## src/rtl/sram_like_arbiter.sv

```systemverilog
// N-channel sram-like arbiter: merges several masters onto one slave port,
// tracks outstanding requests in an ID FIFO and routes responses in order.
module sram_like_arbiter #(
  parameter int NUM_CH    = 2,
  parameter int ADDR_W    = 32,
  parameter int DATA_W    = 32,
  parameter int MAX_OUTST = 4,
  parameter int RR_MODE   = 0
) (
  input  logic                         clk,
  input  logic                         reset,
  input  logic [NUM_CH-1:0]            m_req,
  input  logic [NUM_CH-1:0]            m_wr,
  input  logic [2*NUM_CH-1:0]          m_size,
  input  logic [NUM_CH*DATA_W/8-1:0]   m_wstrb,
  input  logic [NUM_CH*ADDR_W-1:0]     m_addr,
  input  logic [NUM_CH*DATA_W-1:0]     m_wdata,
  output logic [NUM_CH-1:0]            m_addr_ok,
  output logic [NUM_CH-1:0]            m_data_ok,
  output logic [DATA_W-1:0]            m_rdata,
  output logic                         s_req,
  output logic                         s_wr,
  output logic [1:0]                   s_size,
  output logic [DATA_W/8-1:0]          s_wstrb,
  output logic [ADDR_W-1:0]            s_addr,
  output logic [DATA_W-1:0]            s_wdata,
  input  logic                         s_addr_ok,
  input  logic                         s_data_ok,
  input  logic [DATA_W-1:0]            s_rdata,
  output logic [$clog2(MAX_OUTST):0]   outst_cnt,
  output logic                         err_unexp
);
  localparam int SW   = DATA_W / 8;
  localparam int CW   = (NUM_CH > 1) ? $clog2(NUM_CH) : 1;
  localparam int PW   = $clog2(MAX_OUTST);
  localparam int CNTW = PW + 1;

  typedef enum logic {IDLE, LOCK} state_e;

  state_e          state_q, state_d;
  logic [CW-1:0]   lock_ch_q, lock_ch_d;
  logic [CW-1:0]   rr_ptr_q, rr_ptr_d;
  logic [CW-1:0]   gnt;
  logic            gnt_vld;
  logic [CW-1:0]   fifo_q [MAX_OUTST];
  logic [PW-1:0]   wptr_q, rptr_q;
  logic [CNTW-1:0] cnt_q, cnt_d;
  logic            err_q;
  logic            full, empty, push, pop;

  // Grant select; descending loops let the lowest search offset win.
  always_comb begin : grant_sel
    logic [CW:0] idx;
    gnt     = '0;
    gnt_vld = 1'b0;
    idx     = '0;
    if (state_q == LOCK) begin
      gnt     = lock_ch_q;
      gnt_vld = m_req[lock_ch_q];
    end else if (RR_MODE == 0) begin
      for (int i = NUM_CH-1; i >= 0; i--) begin
        if (m_req[i]) begin
          gnt     = CW'(i);
          gnt_vld = 1'b1;
        end
      end
    end else begin
      for (int i = NUM_CH-1; i >= 0; i--) begin
        idx = {1'b0, rr_ptr_q} + (CW+1)'(i);
        if (idx >= (CW+1)'(NUM_CH)) idx = idx - (CW+1)'(NUM_CH);
        if (m_req[idx]) begin
          gnt     = idx[CW-1:0];
          gnt_vld = 1'b1;
        end
      end
    end
  end

  assign full  = (cnt_q == CNTW'(MAX_OUTST));
  assign empty = (cnt_q == '0);
  assign s_req = gnt_vld & ~full & ~reset;
  assign push  = s_req & s_addr_ok;
  assign pop   = s_data_ok & ~empty & ~reset;

  assign s_wr    = m_wr[gnt];
  assign s_size  = m_size[gnt*2 +: 2];
  assign s_wstrb = m_wstrb[gnt*SW +: SW];
  assign s_addr  = m_addr[gnt*ADDR_W +: ADDR_W];
  assign s_wdata = m_wdata[gnt*DATA_W +: DATA_W];
  assign m_rdata = s_rdata;

  always_comb begin
    m_addr_ok = '0;
    m_data_ok = '0;
    for (int g = 0; g < NUM_CH; g++)
      m_addr_ok[g] = push & (gnt == CW'(g));
    if (pop) m_data_ok[fifo_q[rptr_q]] = 1'b1;
  end

  // A stalled grant is frozen so the slave sees stable fields until accept.
  always_comb begin
    state_d   = state_q;
    lock_ch_d = lock_ch_q;
    rr_ptr_d  = rr_ptr_q;
    cnt_d     = cnt_q + CNTW'(push) - CNTW'(pop);
    case (state_q)
      IDLE: if (s_req && !s_addr_ok) begin
        state_d   = LOCK;
        lock_ch_d = gnt;
      end
      LOCK: if (push) state_d = IDLE;
      default: state_d = IDLE;
    endcase
    if (push) rr_ptr_d = (gnt == CW'(NUM_CH-1)) ? '0 : gnt + 1'b1;
  end

  always_ff @(posedge clk) begin
    if (reset) begin
      state_q   <= IDLE;
      lock_ch_q <= '0;
      rr_ptr_q  <= '0;
      cnt_q     <= '0;
      wptr_q    <= '0;
      rptr_q    <= '0;
      err_q     <= 1'b0;
    end else begin
      state_q   <= state_d;
      lock_ch_q <= lock_ch_d;
      rr_ptr_q  <= rr_ptr_d;
      cnt_q     <= cnt_d;
      if (push) wptr_q <= wptr_q + 1'b1;
      if (pop)  rptr_q <= rptr_q + 1'b1;
      if (s_data_ok && empty) err_q <= 1'b1;
    end
  end

  always_ff @(posedge clk) begin
    if (push) fifo_q[wptr_q] <= gnt;
  end

  assign outst_cnt = cnt_q;
  assign err_unexp = err_q;
endmodule

```

## config.mk

```make
export PLATFORM = sky130hd
export DESIGN_NAME = sram_like_arbiter
export DESIGN_NICKNAME = d
export VERILOG_FILES = /design/src/rtl/sram_like_arbiter.sv
export SDC_FILE = /design/constraint.sdc
export NUM_CORES = 1
export LEC_CHECK = 0
export BUFFER_PORTS_ARGS = -buffer_cell sky130_fd_sc_hd__buf_4
export CAP_MARGIN = 5
export CORE_AREA = 2 2 114 116
export CTS_BUF_LIST = sky130_fd_sc_hd__clkbuf_8
export DETAILED_ROUTE_END_ITERATION = 8
export DIE_AREA = 0 0 116 118
export PLACE_DENSITY = 0.49
export REMOVE_ABC_BUFFERS = 1
export SLEW_MARGIN = 20
export SYNTH_ARGS = -nofsm -noshare
export SYNTH_HDL_FRONTEND = slang
export SYNTH_SLANG_ARGS = --single-unit
```

## constraint.sdc

```tcl
create_clock -name clk -period 2.8 [get_ports clk]
set_input_delay 0.14 -clock clk [delete_from_list [all_inputs] [get_ports clk]]
set_output_delay 0.14 -clock clk [all_outputs]
set_load 0.05 [all_outputs]
```

Word-level counts from Yosys, hierarchy flattened
Memory sizes are Yosys's and may differ from the RTL's. A register that Yosys moved wholly into a read port is not among the register bits.
Index checks and enable logic that the tools add are counted.
{ "word_totals": {"regBits": 10, "ram_bits": 4, "in_bits": 180, "out_inout_bits": 112, "n_memories": 1} }
{ "memory_table": {"columns": ["memory", "words", "word_bits", "rd", "rd_clocked_by_memory_dff", "wr", "line_no", "source"], "rows": [
  ["fifo_q", 4, 1, 1, 1, 1, "45", "logic [CW-1:0] fifo_q [MAX_OUTST];"]
]} }
{ "op_classes": {"add_sub_neg": 4, "order_cmp": 4, "n_eq_ne": 1, "shifts": 4, "n_mux": 19, "n_bitwise": 12, "reduce_logical": 6} }
{ "op_table": {"columns": ["cell", "n"], "rows": [
  ["variable part select 64 x 7 -> 32 bit", 2],
  ["2-to-1 mux 1 bit", 14],
  ["variable part select 8 x 4 -> 4 bit", 1],
  ["bitwise AND 1 bit", 7],
  ["less-than comparator 1 x 2 -> 1 bit (second input constant)", 3],
  ["2-to-1 mux 2 bit", 3],
  ["inverter 1 bit", 5],
  ["adder 2 x 1 -> 2 bit (second input constant)", 2],
  ["variable part select 4 x 3 -> 2 bit", 1],
  ["adder 3 x 1 -> 3 bit", 1],
  ["== test 3 bit (second input constant)", 1],
  ["logical AND 1 bit", 3],
  ["logical NOT 3 bit", 1],
  ["subtractor 3 x 1 -> 3 bit", 1],
  ["one-hot mux 1 bit (2 select lines)", 1],
  ["AND reduction 2 bit", 1],
  ["demux 1 bit (select 1 bit)", 1],
  [">= comparator 1 bit (second input constant)", 1],
  ["logical NOT 1 bit", 1]
]} }

Logic depth before layout (Yosys ltp)
{ "depth": {"word_depth": 8, "depth_mapped": 11, "depth_no_buf": 11} }

Worst setup path after synthesis
No wires, ideal clock.
{ "synth_timing": {"path_kind": "register -> register", "from": "register cnt_q[1], in the netlist outst_cnt[1]", "to": "register cnt_q[2], in the netlist outst_cnt[2]", "arrival_ns": 3.243, "path_slack_ns": -0.571, "path_stages_with_launch": 12, "period_less_slack_ns": 3.371, "cell_sequence": "dfxtp_1 > nor3b_2 > a2111oi_4 > and2_4 > inv_4 > ha_1 > inv_1 > ha_1 > fa_1 > xnor2_1 > xnor2_1 > nor2_1"} }
{ "synth_between": {"elab_chain_len": 7} }
{ "synth_lines": {"columns": ["element", "line_no", "source"], "rows": [
  ["start, declared", "47", "logic [CNTW-1:0] cnt_q, cnt_d;"],
  ["start signal, assigned", "130", "cnt_q <= cnt_d;"],
  ["== test 3 bit", "79", "assign full = (cnt_q == CNTW'(MAX_OUTST));"],
  ["inverter 1 bit", "81", "assign s_req = gnt_vld & ~full & ~reset;"],
  ["bitwise AND 1 bit (2 in a row)", "81", null],
  ["net s_req", "21", "output logic s_req,"],
  ["bitwise AND 1 bit", "82", "assign push = s_req & s_addr_ok;"],
  ["adder 3 x 1 -> 3 bit", "105", "cnt_d = cnt_q + CNTW'(push) - CNTW'(pop);"],
  ["subtractor 3 x 1 -> 3 bit", "105", null]
]} }
The timed path passes the listed nets, and every way through them passes these cells.
A chain may end at the register's enable or synchronous reset.

Final worst setup path
{ "layout_timing": {"from": "register lock_ch_q", "to": "register cnt_q[2], in the netlist outst_cnt[2]"} }
{ "layout_between": {"elab_chain_len": 8} }
{ "layout_lines": {"columns": ["element", "line_no", "source"], "rows": [
  ["start, declared", "41", "logic [CW-1:0] lock_ch_q, lock_ch_d;"],
  ["start signal, assigned", "128", "lock_ch_q <= lock_ch_d;"],
  ["2-to-1 mux 1 bit (implied by the code) (2 in a row)", "59", "gnt_vld = m_req[lock_ch_q];"],
  ["2-to-1 mux 1 bit", "57", "if (state_q == LOCK) begin"],
  ["bitwise AND 1 bit (2 in a row)", "81", null],
  ["bitwise AND 1 bit", "82", null],
  ["adder 3 x 1 -> 3 bit", "105", null],
  ["subtractor 3 x 1 -> 3 bit", "105", null]
]} }
No other way between the ends. The select of a mux whose other input is x is not followed.

==> flow_summary_export.csv <==
group,metric,value,unit
synth,synthCells,186,
floorplanning,die_h,118,um
drt,first_pass_iters,4,
worst_hold_path,min_path_type,"input port to flip-flop",
status,outcome,"complete, no violations",
synth,synth_top_area_share,0.392,
cells_and_area,drive_above_1_share,0.818,
setup_path,worstReg2RegStart,"lock_ch_q",
cts,ctsResizeCount,0,
setup_path,cp-start-kind,"flip-flop",
synth,ys_types,34,
drt,drt-vias-per-instance,3.85,
floorplanning,pin_count,292,
drt,antenna_left,0,
synth,ys_top_cells_by_area,"mux2_2 39%, buf_4 15%, dfxtp_1 13%, edfxtp_1 6.3%, ha_1 4.0%",
setup_path,rrSetupSlack,0.30,ns
cts,path_clk_slew,0.07,ns
cells_and_area,fillCellCount,1370,
timing,slew_headroom,0.646,
setup_path,cp_max_fo,4,
setup_path,worst-r2r-cell-count,11,
cts,cts_buffers,3,
cts,cts.path.max_buffers,2,
cts,cts_setup_buffers,0,
setup_path,crit_arrival,2.64,ns
cts,cts.sinks,16,
placement,numPortBuffers,227,
setup_path,end_kind,"flip-flop",
power,p_sw_frac,0.495,
setup_path,path_class,"flip-flop to flip-flop",
floorplanning,die_x,116,um
placement,place.gp.congestion,0.719,
setup_path,startpoint,"lock_ch_q",
timing,min_period,2.50,ns
cells_and_area,area_delta_synth_final,89.1,%
global_routing,grt.total_usage,0.123,
timing,worst_pin_slew,0.531,ns
power,seqPwrFrac,0.185,
timing,setup_violations,0,
placement,dpl.hpwl,7830,um
setup_path,worstReg2RegEnd,"outst_cnt[2]",
cells_and_area,multiInputGateArea,1210,sq um
worst_hold_path,hold_path_depth,3,
power,p_sw,860,uW
power,clkPwrFrac,0.103,
synth,avgSynthCellArea,10.2,sq um
synth,yosysTopAreaCell,"mux2_2",
timing,fin_skew,0.00107,ns
cts,clk_latency,0.25,ns
cts,cts_hold_buf,0,
drt,routed_wl,8960,um
placement,dpl-instance-area,3540,sq um
drt,route.detailed.drc,0,
cts,htree_levels,1,
global_routing,grt_antenna_before_repair,0,
floorplanning,core-area,12400,sq um
drt,first_iter_violations,33,
global_routing,grt_max_degree,44,
setup_path,worstPathRequired,2.94,ns
global_routing,overflow,0,
floorplanning,rows,41,
floorplanning,die-area,13700,sq um
cells_and_area,nNetsFinal,568,
synth,syn_area,1900,sq um
worst_hold_path,hold_end,"err_unexp",
worst_hold_path,hold_path_startpoint,"s_data_ok",
synth,synth-seq-area-share,0.190,
timing,rsz0062_at_grt,"no",
drt,num_vias,2126,
global_routing,grt_pass1_vias,2196,
timing,fin_crit_sh,0.894,
cts,tritoncts,"done",
cts,root_buffer,"clkbuf_8",
power,power_per_cell_area,485,nW/um^2
power,p_comb_frac,0.712,
run,maxCapViolations,0,
timing,fmax,400,MHz
timing,hold_violations,0,
synth,yosysWarnings,0,
synth,synth_seq_cells,16,
drt,wl_per_cell,16.2,um
power,intPower,879,uW
floorplanning,start_util,0.153,
global_routing,grt_pass1_wl,12900,um
power,power_leakage,0.00172,uW
cells_and_area,final_cell_area,3590,sq um
power,power,1740,uW
power,ir_drop,0.000162,V
cells_and_area,antenna_cells,0,
timing,drv_slew,0,
cells_and_area,seq_area,360,sq um
==> critical path: stages, from the launching register on <==
cell	delay, ns
dfxtp_1	0.37
mux2i_1	0.14
a2111oi_4	0.38
and2_4	0.23
inv_4	0.04
ha_1	0.26
inv_1	0.04
ha_1	0.19
fa_1	0.38
xnor2_1	0.18
xnor2_1	0.14
nor2_1	0.05
==> cells in the final DEF, fill, tap and decap left out <==
cell       Yosys  final
dfxtp_1       12     12
o31ai_1        1      1
clkinv_1       0      1
mux2_2        66     66
o21ai_0        1      1
nor2b_1        2      2
xor2_1         2      2
and2_1         1      1
nor2_1        10     10
a2111oi_4      1      1
mux4_2         1      1
o21a_1         1      1
nand3b_1       1      1
inv_1          5      5
clkbuf_8       0      3
nor4b_1        1      1
nand3_1        2      2
and2_4         1      1
nor3b_2        1      1
ha_1           6      6
xnor2_1        2      2
inv_2          1      1
nand2_1        1      1
nor2_2         2      2
nand2b_1       3      3
a211oi_1       1      1
mux2i_1        1      1
mux2_1         5      5
edfxtp_1       4      4
a21oi_1        1      1
fa_1           1      1
and3_2         4      4
inv_4          1      1
buf_4         39    230
nor3_1         4      4
==> metrics by stage <==
step	utilization	setup TNS [ns]	instances	hold slack (ns)	worst slack (ns)
2_1_floorplan	-	-0.970	146	0.212	-0.559
3_3_place_gp	0.285	0	548	0.280	0.355
3_5_place_dp	0.285	0	548	0.280	0.282
4_1_cts	0.289	0	552	0.134	0.270
5_1_grt	0.289	0	552	0.126	0.138
6_report	0.289	0	552	0.139	0.297
==> power groups by stage <==
stage	logic [uW]	registers, uW	clock network [uW]
finish	1240	321	179
global route	1310	328	200
CTS	1250	322	186
detailed placement	1250	327	0
global placement	1240	323	0
floorplan	744	379	0
==> routing by layer <==
layer  track usage  up-vias  wire (um)
li1              -     1009          -
met1         0.143      958       3410
met2         0.194      153       4180
met3        0.0742        4       1270
met4        0.0134        2         10
met5        0.0471        -         77
==> kinds of logic (layout without fill, tap and decap cells) <==
group	after synthesis	in the layout	synth area share
muxes	73	73	0.439
buffers and inverters	47	241	0.172
and+or+nand+nor	33	33	0.0996
DFF	16	16	0.190
adders and majority gates	7	7	0.0501
AOI/OAI and AO/OA	6	6	0.0317
xor gates and xnor gates	4	4	0.0185
==> worst max path at each step <==
stage	cells after the start	end	slack, ns
2_1_floorplan	11	outst_cnt[2]	-0.56
3_3_place_gp	11	outst_cnt[2]	0.36
3_5_place_dp	11	outst_cnt[2]	0.28
4_1_cts	11	outst_cnt[2]	0.27
5_1_grt	11	outst_cnt[2]	0.14
6_report	11	outst_cnt[2]	0.30
==> synth_stat cells (all sizes together) <==
| cell type | instances |
|---|---|
| nor2b | 2 |
| mux2i | 1 |
| inv | 7 |
| clkbuf | 1 |
| nand3 | 2 |
| a21oi | 1 |
| a211oi | 1 |
| nor4b | 1 |
| o21a | 1 |
| nor3 | 4 |
| and2 | 2 |
| nor3b | 1 |
| nor2 | 12 |
| o31ai | 1 |
| nand3b | 1 |
| o21ai | 1 |
| mux4 | 1 |
| nand2 | 1 |
| nand2b | 3 |
| a2111oi | 1 |
| edfxtp | 4 |
| and3 | 4 |
| xor2 | 2 |
| xnor2 | 2 |
| fa | 1 |
| mux2 | 71 |
| buf | 39 |
| dfxtp | 12 |
| ha | 6 |
==> area by class of cell <==
type                            count  share of cell area
Sequential cell                    16               0.100
Clock buffer                        3              0.0115
Timing Repair Buffer              230               0.481
Clock inverter                      1             0.00105
Multi-Input combinational cell    123               0.338
Tap cell                          172              0.0600
Inverter                            7             0.00802
No activity file was read; power rests on OpenSTA's default activity.
